$ cat src/rtl/comprovador_comptador.sv
// comprovador_comptador: sequence checker for an enabled up-counter bus.
// Predicts each sample from the previous one, locks after LOCK_COUNT correct
// increments and then reports out-of-sequence values as errors.
// Optional build macro COMPROVADOR_ZERO_RESYNC_EN: when defined, a value of
// zero seen while locked (and not predicted) is taken as a counter reset
// instead of an error.
//
//   state    | meaning
//   ---------+------------------------------------------------------------
//   S_IDLE   | first sample after reset, nothing to compare against yet
//   S_SYNC   | counting consecutive correct increments towards lock
//   S_LOCKED | locked on; any mismatch is reported as an error

module comprovador_comptador #(
    parameter int WIDTH      = 8,
    parameter int LOCK_COUNT = 4,
    parameter int ERR_CNT_W  = 8
) (
    input  logic                 clk,
    input  logic                 rst,
    input  logic                 en_in,
    input  logic [WIDTH-1:0]     cnt_in,
    input  logic                 clr_err,
    output logic                 locked,
    output logic                 err_pulse,
    output logic                 err_sticky,
    output logic [ERR_CNT_W-1:0] err_count,
    output logic [WIDTH-1:0]     expected
);

    typedef enum logic [1:0] {
        S_IDLE,
        S_SYNC,
        S_LOCKED
    } state_t;

    localparam logic [7:0]           LOCK_TARGET = 8'(LOCK_COUNT);
    localparam logic [ERR_CNT_W-1:0] ERR_MAX     = '1;

    state_t               state, state_nxt;
    logic [7:0]           good_cnt, good_cnt_nxt;
    logic [WIDTH-1:0]     prev_cnt;
    logic                 prev_en;
    logic [WIDTH-1:0]     pred;
    logic                 match;
    logic                 zero_resync;
    logic                 err_hit;
    logic                 locked_nxt;
    logic                 err_sticky_nxt;
    logic [ERR_CNT_W-1:0] err_count_nxt;

    assign pred  = prev_en ? prev_cnt + WIDTH'(1) : prev_cnt;
    assign match = (cnt_in == pred);

`ifdef COMPROVADOR_ZERO_RESYNC_EN
    assign zero_resync = (cnt_in == '0) && (pred != '0);
`else
    assign zero_resync = 1'b0;
`endif

    // Next-state, lock tracking and error bookkeeping for the current sample.
    always_comb begin
        state_nxt      = state;
        good_cnt_nxt   = good_cnt;
        locked_nxt     = locked;
        err_hit        = 1'b0;
        err_sticky_nxt = err_sticky;
        err_count_nxt  = err_count;

        case (state)
            S_IDLE: begin
                state_nxt = S_SYNC;
            end
            S_SYNC: begin
                if (!match) begin
                    good_cnt_nxt = 8'd0;
                end else if (prev_en) begin
                    good_cnt_nxt = good_cnt + 8'd1;
                    if (good_cnt + 8'd1 == LOCK_TARGET) begin
                        state_nxt  = S_LOCKED;
                        locked_nxt = 1'b1;
                    end
                end
            end
            S_LOCKED: begin
                if (!match && !zero_resync) begin
                    err_hit      = 1'b1;
                    locked_nxt   = 1'b0;
                    good_cnt_nxt = 8'd0;
                    state_nxt    = S_SYNC;
                end
            end
            default: begin
                state_nxt = S_IDLE;
            end
        endcase

        // A new error beats a simultaneous clear: the count restarts at one.
        if (err_hit) begin
            err_sticky_nxt = 1'b1;
            if (clr_err)
                err_count_nxt = ERR_CNT_W'(1);
            else if (err_count != ERR_MAX)
                err_count_nxt = err_count + ERR_CNT_W'(1);
        end else if (clr_err) begin
            err_sticky_nxt = 1'b0;
            err_count_nxt  = '0;
        end
    end

    // State, history and registered outputs; reset wins over everything.
    always_ff @(posedge clk) begin
        if (rst) begin
            state      <= S_IDLE;
            good_cnt   <= 8'd0;
            prev_cnt   <= '0;
            prev_en    <= 1'b0;
            locked     <= 1'b0;
            err_pulse  <= 1'b0;
            err_sticky <= 1'b0;
            err_count  <= '0;
            expected   <= '0;
        end else begin
            state      <= state_nxt;
            good_cnt   <= good_cnt_nxt;
            prev_cnt   <= cnt_in;
            prev_en    <= en_in;
            locked     <= locked_nxt;
            err_pulse  <= err_hit;
            err_sticky <= err_sticky_nxt;
            err_count  <= err_count_nxt;
            expected   <= en_in ? cnt_in + WIDTH'(1) : cnt_in;
        end
    end

endmodule
$ cat config.mk
export PLATFORM = sky130hd
export DESIGN_NAME = comprovador_comptador
export DESIGN_NICKNAME = d
export VERILOG_FILES = /design/src/rtl/comprovador_comptador.sv
export SDC_FILE = /design/constraint.sdc
export NUM_CORES = 1
export LEC_CHECK = 0
export BUFFER_PORTS_ARGS = -buffer_cell sky130_fd_sc_hd__buf_2
export CAP_MARGIN = 15
export CORE_ASPECT_RATIO = 2
export CORE_UTILIZATION = 50
export DETAILED_ROUTE_END_ITERATION = 8
export PLACE_DENSITY = 0.81
export RECOVER_POWER = 25
export REMOVE_ABC_BUFFERS = 1
export SYNTH_ARGS = -nofsm -noshare
export SYNTH_HDL_FRONTEND = slang
export SYNTH_SLANG_ARGS = --single-unit
$ cat constraint.sdc
create_clock -name clk -period 2.1 [get_ports clk]
set_input_delay 0.42 -clock clk [delete_from_list [all_inputs] [get_ports clk]]
set_output_delay 0.42 -clock clk [all_outputs]
set_load 0.03 [all_outputs]
======== Word-level counts from Yosys, hierarchy flattened ========
Index checks and enable logic that the tools add are counted.
word-level totals
  bits in registers ....................... 38
  output and inout bits ................... 19
operators by class
  reduce and logical (&&, ||, !) cells .... 8
  eq/ne operators ......................... 10
  $add $sub $neg .......................... 4
  multiplexer cells ....................... 24
operators with widths
  operator                                       number
  2-to-1 mux 8 bit                               9
  adder 8 x 1 -> 8 bit, second input constant    4
  case mux 8 bit (2 select lines)                1
  == test 8 x 3 -> 1 bit, second input constant  1
  == test 8 bit                                  1
  2-to-1 mux 1 bit                               8
  2-to-1 mux 2 bit                               4
  inequality test 2 bit, second input constant   4
  inequality test 8 bit, second input constant   1
  case mux 2 bit (3 select lines)                1
  nonzero test 2 bit                             3
  AND reduction 5 bit                            1
  AND reduction 4 bit                            1
  inequality test 3 bit, second input constant   1
  AND reduction 3 bit                            1
  == test 2 x 1 -> 1 bit, second input constant  1
  == test 2 bit, second input constant           1
  zero test 2 bit                                1
  case mux 1 bit (2 select lines)                1
  AND reduction 2 bit                            1

======== Depth between registers and ports, before layout ========
  depth in word-level cells ............... 7
  depth in mapped cells ................... 9

======== Worst setup path before layout ========
OpenSTA, ideal clock, no wires.
  path kind ............................... reg-to-reg
  from .................................... register prev_cnt[0]
  to ...................................... register good_cnt[7]
  required time ........................... 1.978 ns
  setup slack ............................. -0.015 ns
  stages on the path, launching flop included .. 10
  path buffers ............................ 1
  library setup time ...................... 0.122 ns
  data arrival time ....................... 1.993 ns
  period minus slack after synthesis ...... 2.115 ns
  cells stage by stage .................... dfxtp_1 -> ha_1 -> nand2_1 -> or3_4 -> xnor2_2 -> o2111ai_4 -> nand2_4 -> and3b_1 -> buf_6 -> a221o_1
on the way
  word-level cells in the longest chain between the ends .. 5
  elaborated cells between the ends (all ways) .. 8
  classes of those cells .................. add/sub (1); eq/ne (3); mux (3); reduce/logical (1)
ends and longest elaborated chain
  what                                                                                            line  RTL
  start, declared                                                                                 42    logic [WIDTH-1:0] prev_cnt;
  start signal, assigned                                                                          126   prev_cnt <= cnt_in;
  adder 8 x 1 -> 8 bit                                                                            52    assign pred = prev_en ? prev_cnt + WIDTH'(1) : prev_cnt;
  2-to-1 mux 8 bit *                                                                              52
  == test 8 bit *                                                                                 53    assign match = (cnt_in == pred);
  inequality test 3 bit (no source line), or another cell as far along                            --
  AND reduction 3 bit (no source line) / case mux 8 bit (2 select lines) (equally long branches)  --
  end signal, assigned                                                                            125   good_cnt <= good_cnt_nxt;
  end, declared                                                                                   41    logic [7:0] good_cnt, good_cnt_nxt;
Every way passes the cells marked *; elsewhere a longest branch is shown, timed or not.
A chain may end at the register's enable or synchronous reset.

======== Worst setup path in the final report ========
  from .................................... register prev_en
  to ...................................... register good_cnt[7]
on the way
  word-level cells in the longest chain between the ends .. 4
  elaborated cells between the ends (all ways) .. 7
  classes of those cells .................. eq/ne (3); mux (3); reduce/logical (1)
ends and longest elaborated chain
  what                                                                                            line  RTL
  start, declared                                                                                 43    logic prev_en;
  start signal, assigned                                                                          127   prev_en <= en_in;
  2-to-1 mux 8 bit                                                                                52
  == test 8 bit                                                                                   53
  inequality test 3 bit (no source line), or another cell as far along                            --
  AND reduction 3 bit (no source line) / case mux 8 bit (2 select lines) (equally long branches)  --
Parallel ways exist; a longest one is shown, timed or not.

==> impl_results.md <==
- Tcrit/Tclk final: 1.03
- Static Leak: about 1.1 nW
- Netlist area before placement: roughly 1900 sq um
- Worst min-delay path class: input pin to flip-flop
- WL/cell: between 10 and 15 microns
- PnR Total Power: ~1.5 mW
- # fillers: between 200 and 300
- Area contributors post-synth: dfxtp_1, xor2_1, nor2b_1
- Synth async-reset ratio: 0
- Synth Area in Compound Gates: 0.121
- Post-route cell area: between 2000 and 3000 sq um
- Cells after synthesis: 214
- Dpl cells: 307
- Slew Limit Headroom: 0.344
- Crit path kind: flip-flop to flip-flop
- Port buffer count: 30
- Worst Path Max Fanout: 8
- Failing checks: setup timing
- Worst r2r src: prev_en$_SDFF_PP0_
- Routed via count: around 1800
- Max-slew violation total from the final report: 0
- Final cell count without fillers: between 300 and 400
- Num CTS Buffers: 5
- Unique cell type count in the Yosys netlist: between 40 and 50
- Ys Warns: 0
- Die H: between 90 and 100 microns
- Antenna violations before repair: 0
- Worst Hold Launch: cnt_in[6]
- End of the worst hold path: prev_cnt[6]$_SDFF_PP0_
- Drt first pass iters: 4
- Post-DP HPWL: about 3300 microns
- Clk slew on worst S/H paths: about 70 ps
- Layout net count: 282
- Critical Path Start Type: flip-flop
- CTS tree: yes
- Gpl congestion: just over 0.8
- Setup TNS: -95.6 ps
- Sequential share of the synthesized area: 0.392
- DIE WIDTH: between 40 and 50 microns
- Post-synthesis register bit count: 38
- GR Util All Layers: 0.243
- Final core utilization: 0.691
- Hold Fails Final Rpt: 0
- DRC violations left: 0
- Multiplexer share of the synthesized area: 0.0161
- Hold_ws: 408 ps
- Worst Tran Pin Value: 983 ps
- CP Data Required Time: between 2000 and 2500 ps
- PwrDens: between 500 and 600 nW/um^2
- Number of synthesized flops with an enable pin: 0
- CTS Sinks: 38
- Clock skew: between 4 and 5 ps
- Post-synth top flop: dfxtp_1
- # rows: 31
- Synth top area share: 0.392
- Placed cell areas: ~2300 sq um
- Initial core utilization: 0.532
- Clk root buf: clkbuf_8
- Clock Path Buffers: 2
- Synth Area in XOR/XNOR: 0.108
- Worst setup EP type: flip-flop
- R2r endpoint: good_cnt[7]$_SDFFE_PP0P_
- Place WS: -206 ps
- # diodes: 0
- Vias in the first global route: between 1500 and 2000
- Crit path DAT: about 2300 ps
- RSZ-0062 raised after global routing: true
- Vias per cell: between 5 and 6
- Final setup margin: -53.3 ps
- Share of layout cells above drive strength 1: 0.331
- Worst reg2reg setup slack: -50 ps
- Later-pin clock latency in the skew report: 290 ps
- H-Tree Level Count: 2
- Core region area: about 3600 sq um
- ANT nets after route: 0
- Fmax: 464 MHz
- Gr ovfl total: 0
- First-pass GRT wire length: approximately 7500 microns
- Cells on worst reg2reg path: 8
- Largest family of logic cells by synthesized area: simple AND/OR/NAND/NOR gates
- Outcome: finished, violations left
- Area grow syn2layout: 29.9%
- Largest net degree at the start of global routing: 22
- Hold buffer count at cts: 0
- Adder-cell share of the synthesized area: 0.0322
- Tmin final: about 2200 ps
- VDD IR max: about 0.53 mV
- Final setup viols: 2
- Hold Path Depth: 2
- DR iter-0 viols: 47
- Post-Route WL: ~4600 microns
- Simple logic cell fraction of the synthesized area: 0.300
- Max-Cap Viols: 0
- Die area: between 4000 and 5000 sq um
- Largest area contributor in the netlist: dfxtp_1
- Syn_area_per_cell: 9.07 sq um
- I/O pin cnt: 31
-- registers in the layout, indices dropped and copies added, names as in the netlist --
| name | count |
|---|---|
| state | 2 |
| prev_en | 1 |
| err_count | 8 |
| prev_cnt | 8 |
| err_sticky | 1 |
| good_cnt | 8 |
| err_pulse | 1 |
| locked | 1 |
| expected | 8 |
-- layout make-up --
| class | count | area [sq um] | area share |
|---|---|---|---|
| Multi-Input combinational cell | 164 | 1240 | 0.494 |
| Sequential cell | 38 | 771 | 0.306 |
| Timing Repair Buffer | 54 | 344 | 0.137 |
| Clock buffer | 7 | 86.3 | 0.0343 |
| Tap cell | 49 | 61.3 | 0.0243 |
| Inverter | 2 | 7.51 | 0.00298 |
| Clock inverter | 1 | 5.00 | 0.00199 |
-- per-layer routing --
layer | part of all wire | GRT usage | routed length [microns] | vias to the layer above
li1 | - | - | - | 858
met1 | 0.35 | 0.219 | 1620 | 861
met2 | 0.60 | 0.448 | 2780 | 41
met3 | 0.025 | 0.0422 | 117 | 11
met4 | 0.026 | 0.142 | 121 | 0
met5 | 0 | 0 | 0 | -
-- Yosys cell counts (5+ instances only) --
cell type,instances
dfxtp_1,38
nor2_1,19
nand2_1,14
nor2b_1,14
xor2_1,14
nand4_1,10
and3_1,9
nor3_1,9
xnor2_1,8
a21oi_1,6
clkbuf_1,5
ha_1,5
nand3_1,5
nor4_1,5
o21ai_0,5
-- worst max path at each step --
| stage | slack [ps] | from | cells past startpoint | end |
|---|---|---|---|---|
| after floorplan | -40 | prev_cnt[0]$_SDFF_PP0_ | 8 | good_cnt[7]$_SDFFE_PP0P_ |
| after global placement | -140 | cnt_in[0] | 8 | good_cnt[0]$_SDFFE_PP0P_ |
| after detailed placement | -210 | cnt_in[0] | 8 | good_cnt[0]$_SDFFE_PP0P_ |
| after CTS | -4 | prev_cnt[1]$_SDFF_PP0_ | 10 | state[0]$_SDFFE_PP0P_ |
| after global routing | -140 | prev_cnt[4]$_SDFF_PP0_ | 7 | good_cnt[7]$_SDFFE_PP0P_ |
| final | -50 | prev_en$_SDFF_PP0_ | 8 | good_cnt[7]$_SDFFE_PP0P_ |
-- worst max-delay path: stages, from the launching register on --
cell       delay (ps)
dfxtp_1           450
buf_4             180
nand4_1           120
xnor2_1           320
a21oi_4            70
o2111ai_4         160
o21ai_1           100
and3b_2           280
a221o_1           350
-- power by group --
group | switching (mW) | leakage, nW | internal (mW)
combinational | 0.112 | 0.701 | 0.0815
clock | 0.254 | 0.0482 | 0.265
sequential | 0.0156 | 0.313 | 0.740
total | 0.381 | 1.06 | 1.09
-- timing repair --
item | 4_1_cts | 5_1_grt
endpoints found under the setup margin | 13 | 15
pin swaps | 8 | 16
gates resized for setup | 10 | 22
buffers inserted | 1 | 1
-- cells by family after synthesis --
| family | Yosys count |
|---|---|
| fa+ha+maj | 5 |
| simple gates | 103 |
| buf+inv | 12 |
| mux | 3 |
| xor+xnor | 23 |
| compound gates | 30 |
| flops | 38 |
-- placed cells by master, fill, tap and decap left out, drive strengths merged, types with 6 or more instances in the layout --
cell / instances
nand2: 15
o21ai: 6
xnor2: 9
and3: 9
a21oi: 6
nor2: 19
nand4: 10
nor3: 10
nor2b: 14
clkbuf: 9
buf: 52
dfxtp: 38
xor2: 14
Note: power is estimated with default switching activity, not from simulation.
